### src/rtl/serial_sub_bs_if.sv
//------------------------------------------------------------------------------
// serial_sub_bs_if : operand/result handshake bundle for serial_sub_bs
// Revision 1.0
//------------------------------------------------------------------------------
`default_nettype none

interface serial_sub_bs_if #(
  parameter int BIT_WIDTH = 16
);
  logic                 in_valid;
  logic                 in_ready;
  logic [BIT_WIDTH-1:0] sub_a;
  logic [BIT_WIDTH-1:0] sub_b;
  logic                 b_in;
  logic                 out_valid;
  logic                 out_ready;
  logic [BIT_WIDTH-1:0] diff;
  logic                 b_out;
  logic                 ovf;

  modport slave (
    input  in_valid, sub_a, sub_b, b_in, out_ready,
    output in_ready, out_valid, diff, b_out, ovf
  );

  modport master (
    output in_valid, sub_a, sub_b, b_in, out_ready,
    input  in_ready, out_valid, diff, b_out, ovf
  );
endinterface

`default_nettype wire

### src/rtl/serial_sub_bs.sv
//------------------------------------------------------------------------------
// serial_sub_bs : bit-serial ripple-borrow subtractor, LSB first, valid/ready
// Revision 1.0
//------------------------------------------------------------------------------
`default_nettype none

module serial_sub_bs #(
  parameter int BIT_WIDTH = 16
) (
  input  wire logic      clk,
  input  wire logic      rst,
  serial_sub_bs_if.slave bus
);

  localparam int CNT_W = $clog2(BIT_WIDTH);

  localparam logic [1:0] C_IDLE = 2'd0;
  localparam logic [1:0] C_RUN  = 2'd1;
  localparam logic [1:0] C_DONE = 2'd2;

  localparam logic [CNT_W-1:0] C_LAST = CNT_W'(BIT_WIDTH - 1);

  logic [1:0]           r_state;
  logic [1:0]           w_state_nxt;
  logic [BIT_WIDTH-1:0] r_a;
  logic [BIT_WIDTH-1:0] r_b;
  logic                 r_br;
  logic                 r_a_sgn;
  logic                 r_b_sgn;
  logic [CNT_W-1:0]     r_cnt;
  logic [BIT_WIDTH-1:0] r_diff;
  logic                 r_b_out;
  logic                 r_ovf;

  logic                 w_in_ready;
  logic                 w_out_valid;
  logic                 w_load;
  logic                 w_shift_en;
  logic                 w_last;
  logic                 w_d;
  logic                 w_br_nxt;

  // One full-subtractor cell, reused every cycle on the current LSBs
  assign w_d      = r_a[0] ^ r_b[0] ^ r_br;
  assign w_br_nxt = (~r_a[0] & r_b[0]) | (~r_a[0] & r_br) | (r_b[0] & r_br);

  always_ff @(posedge clk) begin
    if (rst) begin
      r_state <= C_IDLE;
    end else begin
      r_state <= w_state_nxt;
    end
  end

  always_comb begin
    w_state_nxt = r_state;
    case (r_state)
      C_IDLE:  if (bus.in_valid)  w_state_nxt = C_RUN;
      C_RUN:   if (w_last)        w_state_nxt = C_DONE;
      C_DONE:  if (bus.out_ready) w_state_nxt = C_IDLE;
      default:                    w_state_nxt = C_IDLE;
    endcase
  end

  always_comb begin
    w_in_ready  = (r_state == C_IDLE);
    w_out_valid = (r_state == C_DONE);
    w_shift_en  = (r_state == C_RUN);
    w_load      = w_in_ready & bus.in_valid;
    w_last      = w_shift_en & (r_cnt == C_LAST);
  end

  always_ff @(posedge clk) begin
    if (rst) begin
      r_a     <= '0;
      r_b     <= '0;
      r_br    <= 1'b0;
      r_a_sgn <= 1'b0;
      r_b_sgn <= 1'b0;
      r_cnt   <= '0;
      r_diff  <= '0;
      r_b_out <= 1'b0;
      r_ovf   <= 1'b0;
    end else if (w_load) begin
      r_a     <= bus.sub_a;
      r_b     <= bus.sub_b;
      r_br    <= bus.b_in;
      r_a_sgn <= bus.sub_a[BIT_WIDTH-1];
      r_b_sgn <= bus.sub_b[BIT_WIDTH-1];
      r_cnt   <= '0;
    end else if (w_shift_en) begin
      r_a    <= {1'b0, r_a[BIT_WIDTH-1:1]};
      r_b    <= {1'b0, r_b[BIT_WIDTH-1:1]};
      r_br   <= w_br_nxt;
      r_diff <= {w_d, r_diff[BIT_WIDTH-1:1]};
      r_cnt  <= r_cnt + 1'b1;
      // Final bit: w_d is the result MSB, so flags are resolved on the same edge
      if (w_last) begin
        r_b_out <= w_br_nxt;
        r_ovf   <= (r_a_sgn != r_b_sgn) & (w_d != r_a_sgn);
      end
    end
  end

  assign bus.in_ready  = w_in_ready;
  assign bus.out_valid = w_out_valid;
  assign bus.diff      = r_diff;
  assign bus.b_out     = r_b_out;
  assign bus.ovf       = r_ovf;

endmodule

`default_nettype wire

### src/flat_wrapper.sv
// flat-port wrapper written by rule: the top's interface ports become plain ports
module serial_sub_bs_flat 
#(
  parameter int BIT_WIDTH = 16
)
  (clk, rst, bus_in_valid, bus_sub_a, bus_sub_b, bus_b_in, bus_out_ready, bus_in_ready, bus_out_valid, bus_diff, bus_b_out, bus_ovf);
  serial_sub_bs_if #(.BIT_WIDTH(BIT_WIDTH)) bus_i ();
  input  wire logic clk;
  input  wire logic rst;
  input wire logic [$bits(bus_i.in_valid)-1:0] bus_in_valid;
  input wire logic [$bits(bus_i.sub_a)-1:0] bus_sub_a;
  input wire logic [$bits(bus_i.sub_b)-1:0] bus_sub_b;
  input wire logic [$bits(bus_i.b_in)-1:0] bus_b_in;
  input wire logic [$bits(bus_i.out_ready)-1:0] bus_out_ready;
  output wire logic [$bits(bus_i.in_ready)-1:0] bus_in_ready;
  output wire logic [$bits(bus_i.out_valid)-1:0] bus_out_valid;
  output wire logic [$bits(bus_i.diff)-1:0] bus_diff;
  output wire logic [$bits(bus_i.b_out)-1:0] bus_b_out;
  output wire logic [$bits(bus_i.ovf)-1:0] bus_ovf;
  assign bus_i.in_valid = bus_in_valid;
  assign bus_i.sub_a = bus_sub_a;
  assign bus_i.sub_b = bus_sub_b;
  assign bus_i.b_in = bus_b_in;
  assign bus_i.out_ready = bus_out_ready;
  assign bus_in_ready = bus_i.in_ready;
  assign bus_out_valid = bus_i.out_valid;
  assign bus_diff = bus_i.diff;
  assign bus_b_out = bus_i.b_out;
  assign bus_ovf = bus_i.ovf;
  serial_sub_bs #(.BIT_WIDTH(BIT_WIDTH)) u_core (.clk(clk), .rst(rst), .bus(bus_i));
endmodule
### config.mk
export PLATFORM = sky130hd
export DESIGN_NAME = serial_sub_bs_flat
export DESIGN_NICKNAME = d
export VERILOG_FILES = /design/src/rtl/serial_sub_bs_if.sv /design/src/rtl/serial_sub_bs.sv /design/src/flat_wrapper.sv
export SDC_FILE = /design/constraint.sdc
export NUM_CORES = 1
export LEC_CHECK = 0
export ABC_AREA = 1
export BUFFER_PORTS_ARGS = -buffer_cell sky130_fd_sc_hd__buf_2
export CAP_MARGIN = 20
export CORE_AREA = 2 2 97 99
export DETAILED_ROUTE_END_ITERATION = 12
export DIE_AREA = 0 0 99 101
export HOLD_SLACK_MARGIN = 0.15
export PLACE_DENSITY = 0.6
export SYNTH_ARGS = -nofsm -noshare
export SYNTH_HDL_FRONTEND = slang
export SYNTH_SLANG_ARGS = --single-unit
### constraint.sdc
create_clock -name clk -period 1.8 [get_ports clk]
set_clock_uncertainty 0.2 [all_clocks]
set_input_delay 0 -clock clk [delete_from_list [all_inputs] [get_ports clk]]
set_output_delay 0 -clock clk [all_outputs]
set_load 0.05 [all_outputs]
# Yosys cells after proc, flatten, opt, wreduce, memory -nomap -nowiden
# Cells that the tools add are included.
# op_classes
add_sub_neg,1
n_eq_ne,8
n_mux,10
n_bitwise,12
reduce_logical,6
# ops
op,n
$mux 16,4
$and 1x1->1,6
$mux 2,3
$ne 2x2->1 const B,3
$pmux 2 s3,1
$reduce_and 3->1,2
$add 4x1->4 const B,1
$eq 4x4->1 const B,1
$eq 2x1->1 const B,1
$eq 2x2->1 const B,1
$logic_not 2->1,1
$mux 1,2
$ne 1x1->1,2
$not 1->1,2
$or 1x1->1,2
$reduce_and 2->1,1
$reduce_bool 2->1,1
$reduce_or 2->1,1
$xor 1x1->1,2
# totals
regBits,59
elab_cells,47

# Depth between registers and ports, before layout
# Gate-level depths: netlist of run 1.
# logic_depth
ltp_word,6
mapped_depth,7
ltp_nobuf,6

# Worst setup path after synthesis of run 1
# No wires, ideal clock.
# synth_timing
kind,register -> register
startpoint,reg u_core.r_state[1]
endpoint,reg u_core.r_state[1]
setup_ns,0.070
t_arrival_ns,1.415
slack_ns,0.115
stages_incl_launch_ff,5
path_buffers,0
cell_sequence,dfxtp_1 > inv_1 > nor2_1 > nand2_1 > a21oi_1
# synth_rtl
item,line,source
"start, declared",serial_sub_bs.sv:23,logic [1:0] r_state;
"start signal, assigned",serial_sub_bs.sv:51,r_state <= w_state_nxt;
$eq 2x2->1 (*),n/a,
named net bus_out_valid,flat_wrapper.sv:16,output wire logic [$bits(bus_i.out_valid)-1:0] bus_out_valid;
$ne 2x2->1 (no source line),n/a,
$reduce_and 3->1 (no source line),n/a,
# Mark *: on every way through the listed nets, which the timed path passes. The rest lies on a longest branch.
# A chain may end at the register's enable or synchronous reset.

# Worst setup path after layout of run 1
# layout_timing
startpoint,reg u_core.r_state[0]
endpoint,out bus_in_ready
# layout_via
elab_chain_len,1
# layout_rtl
item,line,source
$logic_not 2->1,serial_sub_bs.sv:66,w_in_ready = (r_state == C_IDLE);
"end, declared",flat_wrapper.sv:15,output wire logic [$bits(bus_i.in_ready)-1:0] bus_in_ready;
# No other way between the ends.

==> impl_metrics.yaml, run 1 <==
grt:
  grt_start_max_net_pins: 35
  grt_use_met3_pct: 3.05
  gr-usage-met2_pct: 22.2
  grtUsageTotal_pct: 13.3
  grt_pass1_wl_um: 10800
  first_global_vias: 2463
  use_met1_pct: 16.6
  grt-ovfl-total: 0
  antenna_found_initial: 0
  globalRoute.busiestLayer: "met2"
floorplan:
  die_w_um: 99
  die_area_mm2: 0.0100
  rows: 35
  die_y_um: 101
  core_area_mm2: 0.00898
  start_util_pct: 29.2
  ios: 57
route:
  drc_errors: 0
  drtIter0Drc: 89
  wire_per_inst_um: 10.3
  via_per_inst: 4.26
  wl_um: 6270
  route.vias.total: 2603
  antenna_left: 0
  first_pass_iters: 4
power:
  p_switching_w: 0.000929
  p_seq_share_pct: 42.4
  cell_internal_pwr_w: 0.00247
  finalPower_w: 0.00340
  p_sw_share_pct: 27.3
  p_per_area_mw_per_mm2: 936
  clockPowerShare_pct: 40.2
  ir_drop_mv: 0.384
  pwr-share-comb_pct: 17.4
  p_leak_nw: 1.94
cts:
  cts-root-buf: "clkbuf_8"
  clk_latency_ns: 0.34
  cts_setup_buffers: 0
  htree_num_levels: 3
  clock-sinks: 59
  numCtsBuffers: 9
  cts_buffer_depth: 2
  path_clk_slew_ns: 0.06
  tritoncts: "built"
setup_path:
  cp_data_arrival_time_ns: 1.43
  crit_buf_inv: 2
  cpPeakStageDelay_ns: 0.37
  crit_family: "buffers and inverters"
  cp_slowest_cell: "dfxtp_2"
  critPathCaptureType: "output port"
  startpoint_type: "register"
  required_ns: 1.60
  worstSetupPathType: "reg -> out"
  crit_fanout: 24
  worstPathCellList: "nor2_4 > buf_4 > buf_2"
yosys:
  synth_area_mm2: 0.00263
  syn_nets: 444
  ys_seq_area_share_pct: 45.0
  yosys_warnings: 0
  synth_cell_types: 20
  syn_inst: 405
  synth_area_per_cell_um2: 6.48
  ys_ff_latch: 59
hold_path:
  hp-class: "reg -> reg"
sta:
  finalSetupViolCount: 0
  fmax_mhz: 614
  finalCritPeriodShare_pct: 90.4
  maxSlewHeadroom_pct: 75.5
  rsz0062_at_grt: "no"
  setup-tns-final_ns: 0
  worst_slew_pin_slew_ns: 0.367
  final_hold_viol_count: 0
  slew_viol_final: 0
  fin_crit_ns: 1.63
  hold_ws_ns: 0.272
layout:
  nets: 534
  insertedDiodeCount: 0
  drive_gt1_share_pct: 17.2
  syn2layout_area_growth_pct: 38.6
job:
  max_cap_viol_count: 0
place:
  portBuffers: 56
  place.gp.congestion: 0.763
  place_hpwl_um: 4150
outcome:
  status: "finished clean"
==> Yosys cell counts, drive strengths merged <==
master	number	area share (%)
clkbuf	8	1.1
a21oi	5	0.95
o21ai	20	4.0
fa	1	0.76
nor3b	1	0.29
xor2	1	0.33
nand2	110	16
o21bai	1	0.29
dfxtp	59	45
nand3	38	7.2
nor2	104	15
buf	14	2.6
inv	42	6.0
ha	1	0.48
==> worst min-delay path: stages, from the launching register on <==
cell and delay, ns:
dfxtp_1 0.31, nand3_1 0.07, nand2_1 0.05
==> metal layers <==
metal | share of wire, % | up-vias
li1 | - | 1408
met1 | 48 | 1142
met2 | 46 | 46
met3 | 4.2 | 7
met4 | 1.0 | 0
met5 | 0 | -
==> through the flow <==
step	setup WS (ns)	util (%)	cell area [um^2]	std cells
global route	0.0869	40.5	3640	611
finish	0.173	40.5	3640	611
CTS	0.0271	40.5	3640	612
detailed placement	0.324	33.9	3040	559
global placement	0.360	33.9	3040	559
floorplan	0.115	-	2630	405
==> worst paths after layout <==
path,slack (ns),end,cells after the start,from
worst max register to register,0.35,u_core.bus.ovf,6,u_core.r_a[0]
worst min register to register,0.27,u_core.r_a[15],2,u_core.r_a[15]
worst min-delay path,0.27,u_core.r_a[15],2,u_core.r_a[15]
worst max-delay path,0.17,bus_in_ready,3,u_core.r_state[0]
==> cell type report <==
cell class / instances / area, um^2
clock buffers: 12 / 155
clock inverters: 4 / 72.6
fillers: 926 / 5340
inverters: 42 / 158
multi-input cells: 282 / 1190
flip-flops and latches: 59 / 1180
well taps: 111 / 139
repair buffers: 101 / 736
==> what timing repair did <==
action,in CTS,in global routing
setup endpoints to repair,0,1
hold buffers,37,0
resized for setup,0,4
hold endpoints to repair,59,0
==> state kept, by name (all words and copies together), names as in the netlist <==
signal / cells
u_core.bus.diff: 16
u_core.r_a: 16
u_core.r_b: 16
u_core.r_cnt: 4
u_core.r_state: 2
u_core.bus.b_out: 1
u_core.bus.ovf: 1
u_core.r_a_sgn: 1
u_core.r_b_sgn: 1
u_core.r_br: 1
==> logic make-up (layout without fill, tap and decap cells) <==
kind of cell | after synthesis | count (layout) | share of synthesized area [%]
DFF | 59 | 59 | 45.0
and+or+nand+nor | 253 | 253 | 38.5
AOI/OAI and AO/OA | 26 | 26 | 5.20
xor gates and xnor gates | 1 | 1 | 0.334
buffers and inverters | 64 | 159 | 9.72
adders and majority gates | 2 | 2 | 1.24
==> cells in the final DEF (no fill, tap or decap) <==
cell type      netlist  final
xor2_1               1      1
buf_12               0      2
ha_1                 1      1
fa_1                 1      1
nor2_4               1      2
o21bai_1             1      1
o21ai_0             18     18
buf_2               12     55
nor3b_1              1      1
dfxtp_2              0      2
inv_2                1      1
clkbuf_4             0      1
nand2_1            110    110
clkbuf_8             0     11
a21oi_1              5      5
o21ai_1              1      1
inv_1               41     41
clkbuf_1             8      1
dlygate4sd3_1        0     36
buf_4                0      7
clkinv_2             0      1
dfxtp_1             59     57
nor2_1             102    102
o21ai_2              1      1
nand3_1             38     38
bufinv_16            0      2
clkinvlp_4           0      1
==> power by group through the flow <==
| stage | sequential, W | combinational, W | clock, W |
|---|---|---|---|
| 3_5_place_dp | 0.00147 | 0.000534 | 0 |
| 4_1_cts | 0.00144 | 0.000596 | 0.00140 |
| 5_1_grt | 0.00146 | 0.000662 | 0.00145 |
| 6_report | 0.00144 | 0.000592 | 0.00137 |
| 2_1_floorplan | 0.00157 | 0.000278 | 0 |
| 3_3_place_gp | 0.00147 | 0.000527 | 0 |
No activity file was read; power rests on OpenSTA's default activity.
==> inputs of run 2 (changes only) <==
- ABC_AREA: 1 -> not set
- CORE_AREA: 2 2 97 99 -> 2 2 96 98
- DIE_AREA: 0 0 99 101 -> 0 0 98 100
==> run 2 against run 1 <==
- the flow now finishes with violations (setup timing)
- fmax is 10% lower
- utilization fell by 0.91 points
- largest power group unchanged
- highest routed layer unchanged
- routed wire length grew 5.8%
- sequential power about the same
- synthesized cell count is 26% lower
- power fell by 15%
- flip-flop and latch count is the same
- via count is 4.9% lower
==> impl_metrics.yaml, run 2 <==
cts:
  path_clk_slew_ns: 0.06
  cts_buffer_depth: 2
  clock-sinks: 59
  tritoncts: "built"
  cts-root-buf: "clkbuf_8"
  clk_latency_ns: 0.33
  htree_num_levels: 3
  numCtsBuffers: 9
sta:
  final_hold_viol_count: 0
  fin_crit_ns: 1.81
  worst_slew_pin_slew_ns: 0.542
  rsz0062_at_grt: "yes"
  fmax_mhz: 552
  maxSlewHeadroom_pct: 63.8
  hold_ws_ns: 0.262
  finalSetupViolCount: 1
  layout_setup_ws_ns: -0.0105
  slew_viol_final: 0
  finalCritPeriodShare_pct: 101
yosys:
  synth_area_leaders: "dfxtp_1 (46%), nor2_1 (9.6%), a211oi_1 (9.1%)"
  syn_inst: 299
  synth_area_per_cell_um2: 8.53
  synth_area_mm2: 0.00255
  synthTopCellsByCount: "nor2_1 (65), dfxtp_1 (59), nand2_1 (35), a211oi_1 (31), o2bb2ai_1 (24)"
  synth_cell_types: 35
  synth_edf_count: 0
  synth_top_area_cell: "dfxtp_1"
  async_flop_share_pct: 0
  yosysMostFrequentCell: "nor2_1"
  synth_top_area_share_pct: 46.3
  ys_ff_latch: 59
  synth-xor-area-share_pct: 0
  synth_top_family_by_area: "compound AO/OA/AOI/OAI gates"
  synth_adder_area_share_pct: 1.28
  synth_top_flop_cell: "dfxtp_1"
  synth_compound_gate_area_share_pct: 26.3
  syn_nets: 338
  yosys_warnings: 0
  ys_seq_area_share_pct: 46.3
  yosys.area_share.simple_pct: 18.9
  muxShareOfSynthArea_pct: 1.18
layout:
  final_common_cell: "nor2_1"
  syn2layout_area_growth_pct: 38.0
  drive_gt1_share_pct: 24.6
  final_cells: 509
  insertedDiodeCount: 0
  fin_area_mm2: 0.00352
  final_cell_mix: "nor2_1 (65), buf_2 (56), dfxtp_1 (56)"
  nets: 433
power:
  ir_drop_mv: 0.447
  p_per_area_mw_per_mm2: 823
  finalPower_w: 0.00290
  p_leak_nw: 1.44
route:
  wire_per_inst_um: 13.0
  route.vias.total: 2476
  via_per_inst: 4.86
  drtIter0Drc: 96
  first_pass_iters: 4
  drc_errors: 0
  wl_um: 6630
  antenna_left: 0
grt:
  grt_use_met3_pct: 4.81
  gr-usage-met2_pct: 23.3
  grt_pass1_wl_um: 11000
  globalRoute.busiestLayer: "met2"
  antenna_found_initial: 0
  first_global_vias: 2383
  grtUsageTotal_pct: 13.6
  use_met1_pct: 16.4
  grt-ovfl-total: 0
  grt_start_max_net_pins: 32
hold_path:
  hold_depth: 2
  min_to: "u_core.bus.diff[11]"
  hp-class: "reg -> reg"
  hold_start: "u_core.bus.diff[12]"
floorplan:
  die_y_um: 100
  start_util_pct: 28.7
  ios: 57
  rows: 35
  die_w_um: 98
  core_area_mm2: 0.00889
  die_area_mm2: 0.00980
setup_path:
  worstPathCellList: "fa_1 > or3b_1 > a211o_1 > a21oi_1"
  crit_fanout: 2
  worstSetupPathType: "reg -> reg"
  crit_family: "adder cells"
  cp_slowest_cell: "fa_1"
  ff2ff_path_depth: 4
  reg2reg_to: "u_core.bus.ovf"
  r2r_slack_ns: -0.01
  crit_buf_inv: 0
  critPathCaptureType: "register"
  reg2reg_from: "u_core.r_br"
  required_ns: 1.87
  startpoint_type: "register"
  cpPeakStageDelay_ns: 0.48
  cp_data_arrival_time_ns: 1.88
outcome:
  failed_checks: "setup timing"
  status: "finished, violations left"
place:
  place.gp.congestion: 0.737
  place_hpwl_um: 4370
  dpl.cell_count: 454
  place_area_mm2: 0.00296
  portBuffers: 56
job:
  max_cap_viol_count: 0
[run 2: changes by cell type after synthesis, sizes merged, moves of 5 or more]
cell,change
o21ai,-18
o22ai,+7
nand2,-75
nand3,-36
o2bb2ai,+24
buf,+5
nor2,-39
a21oi,+12
a211oi,+31
inv,-39
[run 2: power breakdown]
group | internal, W | leakage, nW | switching [W] | total (W)
Sequential | 0.00139 | 0.486 | 0.0000468 | 0.00143
Combinational | 0.000219 | 0.866 | 0.000227 | 0.000446
Clock | 0.000523 | 0.0860 | 0.000495 | 0.00102
[run 2: cell families (layout without fill, tap and decap cells)]
logic type	Yosys count	count (layout)
muxes	3	3
buffers and inverters	31	129
and+or+nand+nor	113	113
AOI/OAI and AO/OA	91	92
DFF	59	59
adders and majority gates	2	2
[run 2: per-layer routing]
layer / routed length, um / vias to the layer above
li1: - / 1247
met1: 3060 / 1156
met2: 3180 / 68
met3: 340 / 5
met4: 47 / 0
met5: 0 / -
[run 2: what timing repair did]
| action | CTS | global route |
|---|---|---|
| cloned | 0 | 1 |
| hold buffers | 36 | 0 |
| endpoints found under the hold margin | 53 | 0 |
| gates resized for setup | 1 | 2 |
| setup buffers | 0 | 3 |
| pin swaps | 2 | 0 |
| setup endpoints to repair | 1 | 9 |
[run 2: area by class of cell]
cell class / instances / area [um^2]
Fill cell: 920 / 5370
Clock buffer: 12 / 145
Inverter: 3 / 15.0
Timing Repair Buffer: 111 / 796
Sequential cell: 59 / 1180
Tap cell: 111 / 139
Clock inverter: 3 / 15.0
Multi-Input combinational cell: 210 / 1230
[run 2: worst register-to-register path, stage by stage (launching register included)]
cell	delay (ns)
dfxtp_2	0.33
fa_1	0.48
or3b_1	0.37
a211o_1	0.26
a21oi_1	0.11
[run 2: through the flow]
stage                     util, %  worst slack [ns]  setup TNS [ns]
after floorplan                 -           -0.0171         -0.0171
after global placement       33.3           -0.0160         -0.0160
after detailed placement     33.3           -0.0354         -0.0354
after CTS                    39.2           -0.0142         -0.0142
after global routing         39.6            -0.103          -0.103
final                        39.6           -0.0105         -0.0105
[run 2: worst max path at each step]
stage | slack [ns] | to | from | cells after the start
floorplan | -0.02 | u_core.bus.ovf | u_core.r_a[0] | 5
global placement | -0.02 | u_core.bus.ovf | u_core.r_a[0] | 5
detailed placement | -0.04 | u_core.bus.ovf | u_core.r_a[0] | 5
CTS | -0.01 | u_core.bus.ovf | u_core.r_br | 4
global route | -0.10 | u_core.bus.ovf | u_core.r_br | 4
finish | -0.01 | u_core.bus.ovf | u_core.r_br | 4
==> inputs of run 3 (changes only) <==
--- a/config.mk
+++ b/config.mk
@@ -7,5 +7,5 @@
 export LEC_CHECK = 0
 export BUFFER_PORTS_ARGS = -buffer_cell sky130_fd_sc_hd__buf_2
-export CAP_MARGIN = 20
+export CAP_MARGIN = 40
 export CORE_AREA = 2 2 96 98
 export DETAILED_ROUTE_END_ITERATION = 12
@@ -13,4 +13,5 @@
 export HOLD_SLACK_MARGIN = 0.15
 export PLACE_DENSITY = 0.6
+export RECOVER_POWER = 25
 export SYNTH_ARGS = -nofsm -noshare
 export SYNTH_HDL_FRONTEND = slang
==> constraint.sdc (replaced) <==
create_clock -name clk -period 1.8 [get_ports clk]
set_clock_uncertainty 0.2 [all_clocks]
set_input_delay 0 -clock clk [delete_from_list [all_inputs] [get_ports clk]]
set_output_delay 0 -clock clk [all_outputs]
set_load 0.01 [all_outputs]
==> run 3 against run 2 <==
- the run still ends with setup timing left
- setup slack worse by 0.012 ns
- non-clock buffer count fell by 3
- sequential power about the same
- design area decreased by 0.96%
- sequential share of layout area grew 0.33 points
- global-route usage fell by 0.38 points
- via count is the same
- flip-flop and latch count is the same
- combinational power fell by 5.2%
==> impl_metrics.yaml, run 3 (same netlist as run 2, synthesis figures left out) <==
power:
  p_switching_w: 0.000736
  p_leak_nw: 1.35
  clockPowerShare_pct: 40.6
  cell_internal_pwr_w: 0.00238
  p_sw_share_pct: 23.6
  pwr-share-comb_pct: 13.6
  p_per_area_mw_per_mm2: 895
  ir_drop_mv: 0.521
  p_seq_share_pct: 45.8
setup_path:
  cp_data_arrival_time_ns: 1.88
  worstPathCellList: "fa_1 > or3b_1 > a211o_1 > a21oi_1"
  cpPeakStageDelay_ns: 0.49
  critPathCaptureType: "register"
  crit_fanout: 2
  worstSetupPathType: "reg -> reg"
  startpoint_type: "register"
  required_ns: 1.86
  cp_slowest_cell: "fa_1"
cts:
  clk_latency_ns: 0.33
  cts_buffer_depth: 2
  htree_num_levels: 3
  tritoncts: "built"
  path_clk_slew_ns: 0.06
  clock-sinks: 59
  cts-root-buf: "clkbuf_8"
  numCtsBuffers: 9
sta:
  slew_viol_final: 0
  fmax_mhz: 549
  worst_slew_pin_slew_ns: 0.562
  finalCritPeriodShare_pct: 101
  rsz0062_at_grt: "yes"
  final_hold_viol_count: 0
  maxSlewHeadroom_pct: 62.4
  fin_crit_ns: 1.82
  finalSetupViolCount: 1
  layout_setup_ws_ns: -0.0225
  setup-tns-final_ns: -0.0225
grt:
  grt_start_max_net_pins: 32
  grtUsageTotal_pct: 13.3
  grt_pass1_wl_um: 10500
  grt-ovfl-total: 0
  antenna_found_initial: 0
  first_global_vias: 2290
place:
  place_area_mm2: 0.00295
  portBuffers: 56
  place_hpwl_um: 4330
  place.gp.congestion: 0.732
  dpl.cell_count: 454
layout:
  drive_gt1_share_pct: 19.0
  final_cells: 505
  nFillCells: 920
  nets: 429
  final_common_cell: "nor2_1"
  fin_area_mm2: 0.00349
  syn2layout_area_growth_pct: 36.7
  final_cell_mix: "nor2_1 (65), dfxtp_1 (56), buf_2 (38)"
  insertedDiodeCount: 0
outcome:
  failed_checks: "setup timing"
  status: "finished, violations left"
floorplan:
  core_area_mm2: 0.00889
  die_area_mm2: 0.00980
  rows: 35
  ios: 57
  start_util_pct: 28.7
  die_w_um: 98
  die_y_um: 100
job:
  max_cap_viol_count: 0
route:
  route.vias.total: 2476
  antenna_left: 0
  wl_um: 6410
  via_per_inst: 4.90
  drc_errors: 0
  wire_per_inst_um: 12.7
  first_pass_iters: 5
  drtIter0Drc: 110
hold_path:
  hp-class: "reg -> reg"
-- run 3: layout make-up --
class	instances	area, um^2	area share [%]
Multi-Input combinational cell	209	1200	34.4
Sequential cell	59	1180	34.0
Timing Repair Buffer	108	738	21.2
Clock buffer	14	183	5.24
Tap cell	111	139	3.98
Clock inverter	1	30.0	0.861
Inverter	3	11.3	0.323
-- run 3: metrics by stage --
step | worst slack [ns] | power, W | utilization, % | hold WS, ns
detailed placement | -0.0624 | 0.00182 | 33.2 | 0.0615
CTS | -0.0344 | 0.00317 | 39.6 | 0.264
finish | -0.0225 | 0.00312 | 39.2 | 0.264
floorplan | -0.0171 | 0.00170 | - | -0.0528
global placement | -0.0246 | 0.00182 | 33.2 | 0.0551
global route | -0.0742 | 0.00327 | 39.2 | 0.290
-- run 3: worst paths after layout --
kind / start / end / slack (ns) / cells after the start
max reg2reg: u_core.r_br / u_core.bus.ovf / -0.02 / 4
min: u_core.bus.diff[0] / u_core.bus.diff[0] / 0.26 / 2
min reg2reg: u_core.bus.diff[0] / u_core.bus.diff[0] / 0.26 / 2
max: u_core.r_br / u_core.bus.ovf / -0.02 / 4
-- run 3: worst max-delay path, delay by kind of cell (launching register included) --
family | cells | cell delay, ns
simple gates | 1 | 0.36
compound gates | 2 | 0.38
flops | 1 | 0.33
fa+ha+maj | 1 | 0.49
-- run 3: metal layers --
layer / vias to the layer above / part of all wire, % / global-route usage, %
li1: 1239 / - / -
met1: 1157 / 46 / 16.6
met2: 72 / 47 / 21.3
met3: 8 / 5.7 / 4.67
met4: 0 / 1.4 / 4.59
met5: - / 0 / 0
-- run 3: repair_timing --
| item | in CTS | in global routing |
|---|---|---|
| buffers inserted | 0 | 0 |
| resized for setup | 1 | 1 |
| endpoints found under the setup margin | 1 | 2 |
| hold buffers | 36 | 0 |
| pin swaps | 2 | 0 |
| hold endpoints to repair | 53 | 0 |
-- run 3: power groups by stage --
stage / clock (W) / sequential, W / combinational (W)
after global placement: 0 / 0.00145 / 0.000362
after detailed placement: 0 / 0.00146 / 0.000368
after floorplan: 0 / 0.00145 / 0.000255
after global routing: 0.00136 / 0.00144 / 0.000474
final: 0.00127 / 0.00143 / 0.000423
after CTS: 0.00131 / 0.00143 / 0.000429
